--- src/rtl/spi_arb_pkg.sv ---
`default_nettype none
// ============================================================================
// spi_arb_pkg : shared state encoding and requester count for spi_req_arbiter
// Revision    : 1.0
// ============================================================================
package spi_arb_pkg;

  localparam int NUM_REQ = 2;

  typedef enum logic [1:0] {
    ST_IDLE  = 2'd0,
    ST_ISSUE = 2'd1,
    ST_WAIT  = 2'd2,
    ST_RESP  = 2'd3
  } arb_state_t;

endpackage
`default_nettype wire

--- src/rtl/spi_arb_rr_pick.sv ---
`default_nettype none
// ============================================================================
// spi_arb_rr_pick : combinational 2-way round-robin picker, one-hot grant
// Revision        : 1.0
// ============================================================================
module spi_arb_rr_pick
  import spi_arb_pkg::*;
(
  input  logic [NUM_REQ-1:0] req,
  input  logic               last_grant,
  output logic [NUM_REQ-1:0] grant
);

  // A lone request wins outright; a tie goes to whoever was not served last.
  always_comb begin
    grant = req;
    if (&req) begin
      grant = last_grant ? 2'b01 : 2'b10;
    end
  end

endmodule
`default_nettype wire

--- src/rtl/spi_req_arbiter.sv ---
`default_nettype none
// ============================================================================
// spi_req_arbiter : round-robin sharing of one SPI master between two sources
//                   Optional WAIT watchdog enabled by macro SPI_ARB_TIMEOUT_EN
// Revision        : 1.0
// ============================================================================
module spi_req_arbiter
  import spi_arb_pkg::*;
#(
  parameter int SPI_ADDR_WIDTH = 6,
  parameter int SPI_DATA_WIDTH = 20,
  parameter int TIMEOUT_CYCLES = 4096
) (
  input  logic                          i_clk_sys,
  input  logic                          i_rst,
  input  logic [NUM_REQ-1:0]            i_req,
  input  logic [NUM_REQ-1:0]            i_req_rw,
  input  logic [2*SPI_ADDR_WIDTH-1:0]   i_req_addr,
  input  logic [2*SPI_DATA_WIDTH-1:0]   i_req_wdata,
  output logic [NUM_REQ-1:0]            o_ack,
  output logic                          o_err,
  output logic [SPI_DATA_WIDTH-1:0]     o_rdata,
  output logic [NUM_REQ-1:0]            o_grant,
  output logic                          o_spi_start,
  output logic                          o_spi_rw,
  output logic [SPI_ADDR_WIDTH-1:0]     o_spi_addr,
  output logic [SPI_DATA_WIDTH-1:0]     o_spi_wdata,
  input  logic                          i_spi_done,
  input  logic [SPI_DATA_WIDTH-1:0]     i_spi_rdata
);

  arb_state_t         state;
  logic               last_grant;
  logic [NUM_REQ-1:0] pick;
  logic               win_idx;
  logic               expire;

  spi_arb_rr_pick u_pick (
    .req        (i_req),
    .last_grant (last_grant),
    .grant      (pick)
  );

  assign win_idx = pick[1];

`ifdef SPI_ARB_TIMEOUT_EN
  localparam int CNT_W = (TIMEOUT_CYCLES > 1) ? $clog2(TIMEOUT_CYCLES) : 1;

  logic [CNT_W-1:0] wait_cnt;

  assign expire = (wait_cnt == CNT_W'(TIMEOUT_CYCLES - 1));

  // Counter is zeroed in ISSUE so it reads 0 in the first WAIT cycle.
  always_ff @(posedge i_clk_sys or posedge i_rst) begin
    if (i_rst) begin
      wait_cnt <= '0;
      o_err    <= 1'b0;
    end else begin
      o_err <= (state == ST_WAIT) && !i_spi_done && expire;
      if (state == ST_ISSUE) begin
        wait_cnt <= '0;
      end else if (state == ST_WAIT) begin
        wait_cnt <= wait_cnt + 1'b1;
      end
    end
  end
`else
  logic unused_timeout_cfg;

  // The watchdog limit has no effect when the watchdog is compiled out.
  assign unused_timeout_cfg = ^TIMEOUT_CYCLES;
  assign expire             = 1'b0;
  assign o_err              = 1'b0;
`endif

  always_ff @(posedge i_clk_sys or posedge i_rst) begin
    if (i_rst) begin
      state       <= ST_IDLE;
      last_grant  <= 1'b1;
      o_ack       <= '0;
      o_rdata     <= '0;
      o_grant     <= '0;
      o_spi_start <= 1'b0;
      o_spi_rw    <= 1'b0;
      o_spi_addr  <= '0;
      o_spi_wdata <= '0;
    end else begin
      o_spi_start <= 1'b0;
      o_ack       <= '0;
      case (state)
        ST_IDLE: begin
          if (|i_req) begin
            o_grant     <= pick;
            last_grant  <= win_idx;
            o_spi_rw    <= i_req_rw[win_idx];
            o_spi_addr  <= win_idx ? i_req_addr[2*SPI_ADDR_WIDTH-1:SPI_ADDR_WIDTH]
                                   : i_req_addr[SPI_ADDR_WIDTH-1:0];
            o_spi_wdata <= win_idx ? i_req_wdata[2*SPI_DATA_WIDTH-1:SPI_DATA_WIDTH]
                                   : i_req_wdata[SPI_DATA_WIDTH-1:0];
            o_spi_start <= 1'b1;
            state       <= ST_ISSUE;
          end
        end
        ST_ISSUE: state <= ST_WAIT;
        ST_WAIT: begin
          if (i_spi_done) begin
            o_rdata <= i_spi_rdata;
            o_ack   <= o_grant;
            state   <= ST_RESP;
          end else if (expire) begin
            o_rdata <= '1;
            o_ack   <= o_grant;
            state   <= ST_RESP;
          end
        end
        ST_RESP: begin
          o_grant <= '0;
          state   <= ST_IDLE;
        end
        default: state <= ST_IDLE;
      endcase
    end
  end

endmodule
`default_nettype wire

--- config.mk ---
export PLATFORM = sky130hd
export DESIGN_NAME = spi_req_arbiter
export DESIGN_NICKNAME = d
export VERILOG_FILES = /design/src/rtl/spi_arb_pkg.sv /design/src/rtl/spi_arb_rr_pick.sv /design/src/rtl/spi_req_arbiter.sv
export SDC_FILE = /design/constraint.sdc
export NUM_CORES = 1
export LEC_CHECK = 0
export CAP_MARGIN = 15
export CELL_PAD_IN_SITES_DETAIL_PLACEMENT = 1
export CELL_PAD_IN_SITES_GLOBAL_PLACEMENT = 1
export CORE_AREA = 2 2 76 133
export CTS_BUF_LIST = sky130_fd_sc_hd__clkbuf_8
export DETAILED_ROUTE_END_ITERATION = 12
export DIE_AREA = 0 0 78 135
export HOLD_SLACK_MARGIN = 0.02
export PLACE_DENSITY_LB_ADDON = 0.1
export SETUP_SLACK_MARGIN = 0.2
export SYNTH_ARGS = -nofsm -noshare
export SYNTH_HDL_FRONTEND = slang
export SYNTH_SLANG_ARGS = --single-unit
--- constraint.sdc ---
create_clock -name i_clk_sys -period 1.6 [get_ports i_clk_sys]
set_input_delay 0.24 -clock i_clk_sys [delete_from_list [all_inputs] [get_ports i_clk_sys]]
set_output_delay 0.24 -clock i_clk_sys [all_outputs]
set_load 0.05 [all_outputs]
Word level (Yosys, flattened, before mapping) --
Cells that the tools add are included.
Storage, ports and cells: register bits 55, input port bits 79, output and inout port bits 53, word-level logic and storage cells 38
Operators by class: magnitude comparators 1, eq/ne operators 5, muxes and demuxes 15, reduce and logical (&&, ||, !) cells 8
Operators with widths (number):
- $mux W20 | 1
- $mux W2 | 7
- $reduce_and A2 Y1 | 5
- $pmux W2 S4 | 1
- $mux W6 | 1
- $eq A2 B2 Y1 const B | 2
- $mux W1 | 4
- $ne A2 B2 Y1 const B | 2
- $pmux W2 S2 | 1
- $eq A2 B1 Y1 const B | 1
- $logic_not A2 Y1 | 1
- $lt A1 B2 Y1 const B | 1
- $reduce_bool A2 Y1 | 1
- $reduce_or A2 Y1 | 1

Depth between registers and ports, before layout --
word-level depth 4, depth in mapped cells 7, gate-level depth less buffers 5

Hierarchy --
Synthesis repeated with hierarchy kept, for this count alone.
Second synthesis, totals: cells, all modules 199, area, all modules 2428.6 µm²
By module, submodules not included:
- spi_req_arbiter | times used 1, cells each 196, area each 2409.8 µm², sequential area each 1377.6 µm²
- spi_arb_rr_pick | times used 1, cells each 3, area each 18.8 µm², sequential area each 0.0 µm²

Least setup slack after synthesis --
Ideal clock, no wire load.
path kind flip-flop to flip-flop, start point register state[0], end point register state[1], library setup time 0.128 ns, data arrival time 1.318 ns, required time 1.472 ns, slack 0.155 ns, cell stages (with the launch flop) 6, path buffers 0, clock period less this slack 1.445 ns, cells stage by stage dfrtp_1 inv_1 ha_1 nor3b_2 a21oi_1 mux2_1
On the way: cells in the longest elaborated chain, start to end 3, elaborated cells between the ends (all ways) 8, those cells by class 5 x eq/ne; 1 x mux; 2 x reduce/logical
Ends and longest elaborated chain:
- from (decl) | RTL line spi_req_arbiter.sv:32 | arb_state_t state;
- from (signal assigned) | RTL line spi_req_arbiter.sv:78 | state <= ST_IDLE;
- from (signal assigned) | RTL line spi_req_arbiter.sv:101 | state <= ST_ISSUE;
- from (signal assigned) | RTL line spi_req_arbiter.sv:104 | ST_ISSUE: state <= ST_WAIT;
- $eq A2 B2 Y1 or $logic_not A2 Y1 (tied branches) | RTL line spi_req_arbiter.sv:90 | case (state)
- $ne A2 B2 Y1 (no line)
- $reduce_and A2 Y1 (no line)
Parallel ways exist; a longest one is shown, timed or not. A chain may end at the register's enable or synchronous reset.

Worst setup path in the final report --
start point register state[1], end point register state[1]
The elaborated chain is that of the path after synthesis.

==> results_dict.tcl <==
set metrics [dict create \
    yosysUniqueCellTypes 25 \
    clk_latency_ns 0.31 \
    finalCriticalPeriod_ns 1.392 \
    postRouteAntennaNets 0 \
    path_cells "inv_2 -> ha_4 -> nor3b_4 -> a21oi_2 -> mux2_4" \
    core_region_area_mm2 0.009409 \
    stdcell_area_mm2 0.004095 \
    chipWidth_um 78 \
    antenna_found_initial 0 \
    finish.utilization_pct 43.52 \
    fin_crit_sh_pct 86.98 \
    io_pins 132 \
    num_vias 2215 \
    max_cap_viol_count 0 \
    endpoint_kind "flip-flop" \
    required_ns 1.80 \
    n_antenna_cell 0 \
    grt_max_degree 35 \
    regToRegSetupSlack_ns 0.21 \
    start_util_pct 25.68 \
    cpPeakStageDelay_ns 0.43 \
    grt_overflow 0 \
    portBuffers 130 \
    leakage_nw 1.818 \
    crit_path_start_kind "flip-flop" \
    r2r_start "state[1]$_DFFE_PP0P_" \
    fin_setup_tns_ns 0 \
    ir_drop_uv 934.1 \
    clock_path_buffers 2 \
    drt-initial-drc-count 89 \
    fin_ws_ns 0.2083 \
    ys_seq_area_share_pct 57.02 \
    cts_inserted_buffers 5 \
    ff2ff_path_depth 5 \
    drc_errors 0 \
    yosysWarningCount 0 \
    place_area_mm2 0.003802 \
    power_mw 9.156 \
    grtUsageTotal_pct 15.05 \
    drv_slew 0 \
    grt_pass1_wl_mm 12.27 \
    critPathArrivalTime_ns 1.59 \
    syn_to_final_growth_pct 69.50 \
    fp.dieH_um 135 \
    power_density_mw_per_mm2 2236 \
    clock-sinks 55 \
    worstReg2RegEnd "state[1]$_DFFE_PP0P_" \
    layout.nets 455 \
    worst_hold_slack_ns 0.2484 \
    finalHoldViolCount 0 \
    firstDrtPassIters 4 \
    path_class "flip-flop to flip-flop" \
    dp_cells 478 \
    setup_violations 0 \
    syn_area_mm2 0.002416 \
    fmax_mhz 718.5 \
    wl_per_cell_um 16.65 \
    syn_inst 229 \
    cts-root-buf "clkbuf_8" \
    viasPerCell 4.475 \
    cts_tree "done" \
    hp-class "primary input to asynchronous set/reset pin" \
    cts_max_level 2 \
    path_clk_slew_ns 0.10 \
    pre_cts_ws_ns -0.03389 \
    rsz0062_at_grt "true" \
    synth-seq-cells 55 \
    hpwlAfterDp_mm 5.940 \
    grt_pass1_vias 2407 \
    critPathMaxFanout 4 \
    status "completed" \
    dieArea_mm2 0.01053 \
    skew_ns 0.005475 \
    synth.net_count 312 \
    slowest_stage "dfrtp_2" \
    fin_cells 495 \
    routed_wl_mm 8.244 \
    drive_gt1_share_pct 31.37 \
    row_count 47 \
    routabilityCongestion 0.7337 \
    synth.avg_cell_area_um2 10.55 \
]
-- area by class of cell --
| type | count | area, um2 |
|---|---|---|
| tap | 122 | 152.6 |
| inverter | 5 | 22.52 |
| clock inverter | 2 | 35.03 |
| sequential | 55 | 1379 |
| clock buffer | 6 | 82.58 |
| fill | 1066 | 5314 |
| timing repair buffer | 151 | 1450 |
| multi-input combinational | 154 | 973.4 |
-- routing by layer --
layer	global-route usage (%)	wire (um)
met1	14.95	2944
met2	30.27	4821
met3	3.008	356
met4	4.776	123
met5	0	0
-- report_power, final --
group / total (mW) / internal (mW) / switching (mW)
Clock: 0.978 / 0.508 / 0.470
Combinational: 5.68 / 2.09 / 3.58
Sequential: 2.50 / 2.09 / 0.408
Total: 9.16 / 4.69 / 4.46
-- placed cells by master (no fill, tap or decap), types with 2 or more instances in the layout --
cell type	n
a31oi_1	28
and3_1	2
buf_12	6
buf_4	62
buf_6	3
clkbuf_16	2
clkbuf_8	6
clkdlybuf4s50_1	78
dfrtp_1	53
ha_4	2
inv_1	2
inv_2	2
mux2_2	20
nand2_1	55
nor2_1	28
o21ai_1	3
-- cell families after synthesis --
logic type                 synth area share, %
and+or+nand+nor                          14.60
adders and majority gates                2.072
DFF                                      57.02
other                                   0.1552
muxes                                    10.20
buffers and inverters                    5.334
AOI/OAI and AO/OA                        10.62
-- flip-flops by register name, indices dropped and copies added, names as in the netlist --
signal	cells
last_grant	1
o_ack	2
o_grant	2
o_rdata	20
o_spi_addr	6
o_spi_rw	1
o_spi_start	1
o_spi_wdata	20
state	2
-- cells in the mapped netlist, drive strengths merged --
cell type	n	area share (%)
o2bb2a	1	0.41
a21boi	1	0.78
a21oi	2	0.41
a21bo	1	0.41
inv	5	0.78
nand2b	2	0.52
nor2	28	4.4
o21ai	3	0.62
conb	1	0.16
mux2i	1	0.41
o32a	1	0.41
nor3b	1	0.52
mux2	21	9.8
dfstp	1	1.1
dfrtp	54	56
a31oi	28	7.3
ha	4	2.1
o21a	1	0.31
and3	2	0.52
buf	15	4.6
nand2	56	8.7
-- worst max path at each step --
stage / from / endpoint / slack (ns)
6_report: state[1]$_DFFE_PP0P_ / state[1]$_DFFE_PP0P_ / 0.21
3_5_place_dp: i_req[0] / o_spi_wdata[15]$_DFFE_PP0P_ / -0.03
5_1_grt: state[1]$_DFFE_PP0P_ / state[1]$_DFFE_PP0P_ / 0.15
4_1_cts: state[1]$_DFFE_PP0P_ / state[1]$_DFFE_PP0P_ / 0.17
3_3_place_gp: i_req[0] / o_spi_wdata[6]$_DFFE_PP0P_ / 0.02
2_1_floorplan: state[0]$_DFFE_PP0P_ / state[1]$_DFFE_PP0P_ / 0.20
-- worst max-delay path, delay by kind of cell (launching register included) --
kind	cells	cell delay (ns)
flops	1	0.43
mux	1	0.31
compound gates	1	0.15
simple gates	1	0.15
buf+inv	1	0.07
fa+ha+maj	1	0.17
-- timing repair --
item / in CTS / in global routing
endpoints found under the hold margin: 0 / 0
cloned: 0 / 3
pin swaps: 1 / 1
gates resized for setup: 9 / 9
hold buffers: 0 / 0
endpoints found under the setup margin: 50 / 50
buffers inserted: 4 / 2
No activity file was read; power rests on OpenSTA's default activity.
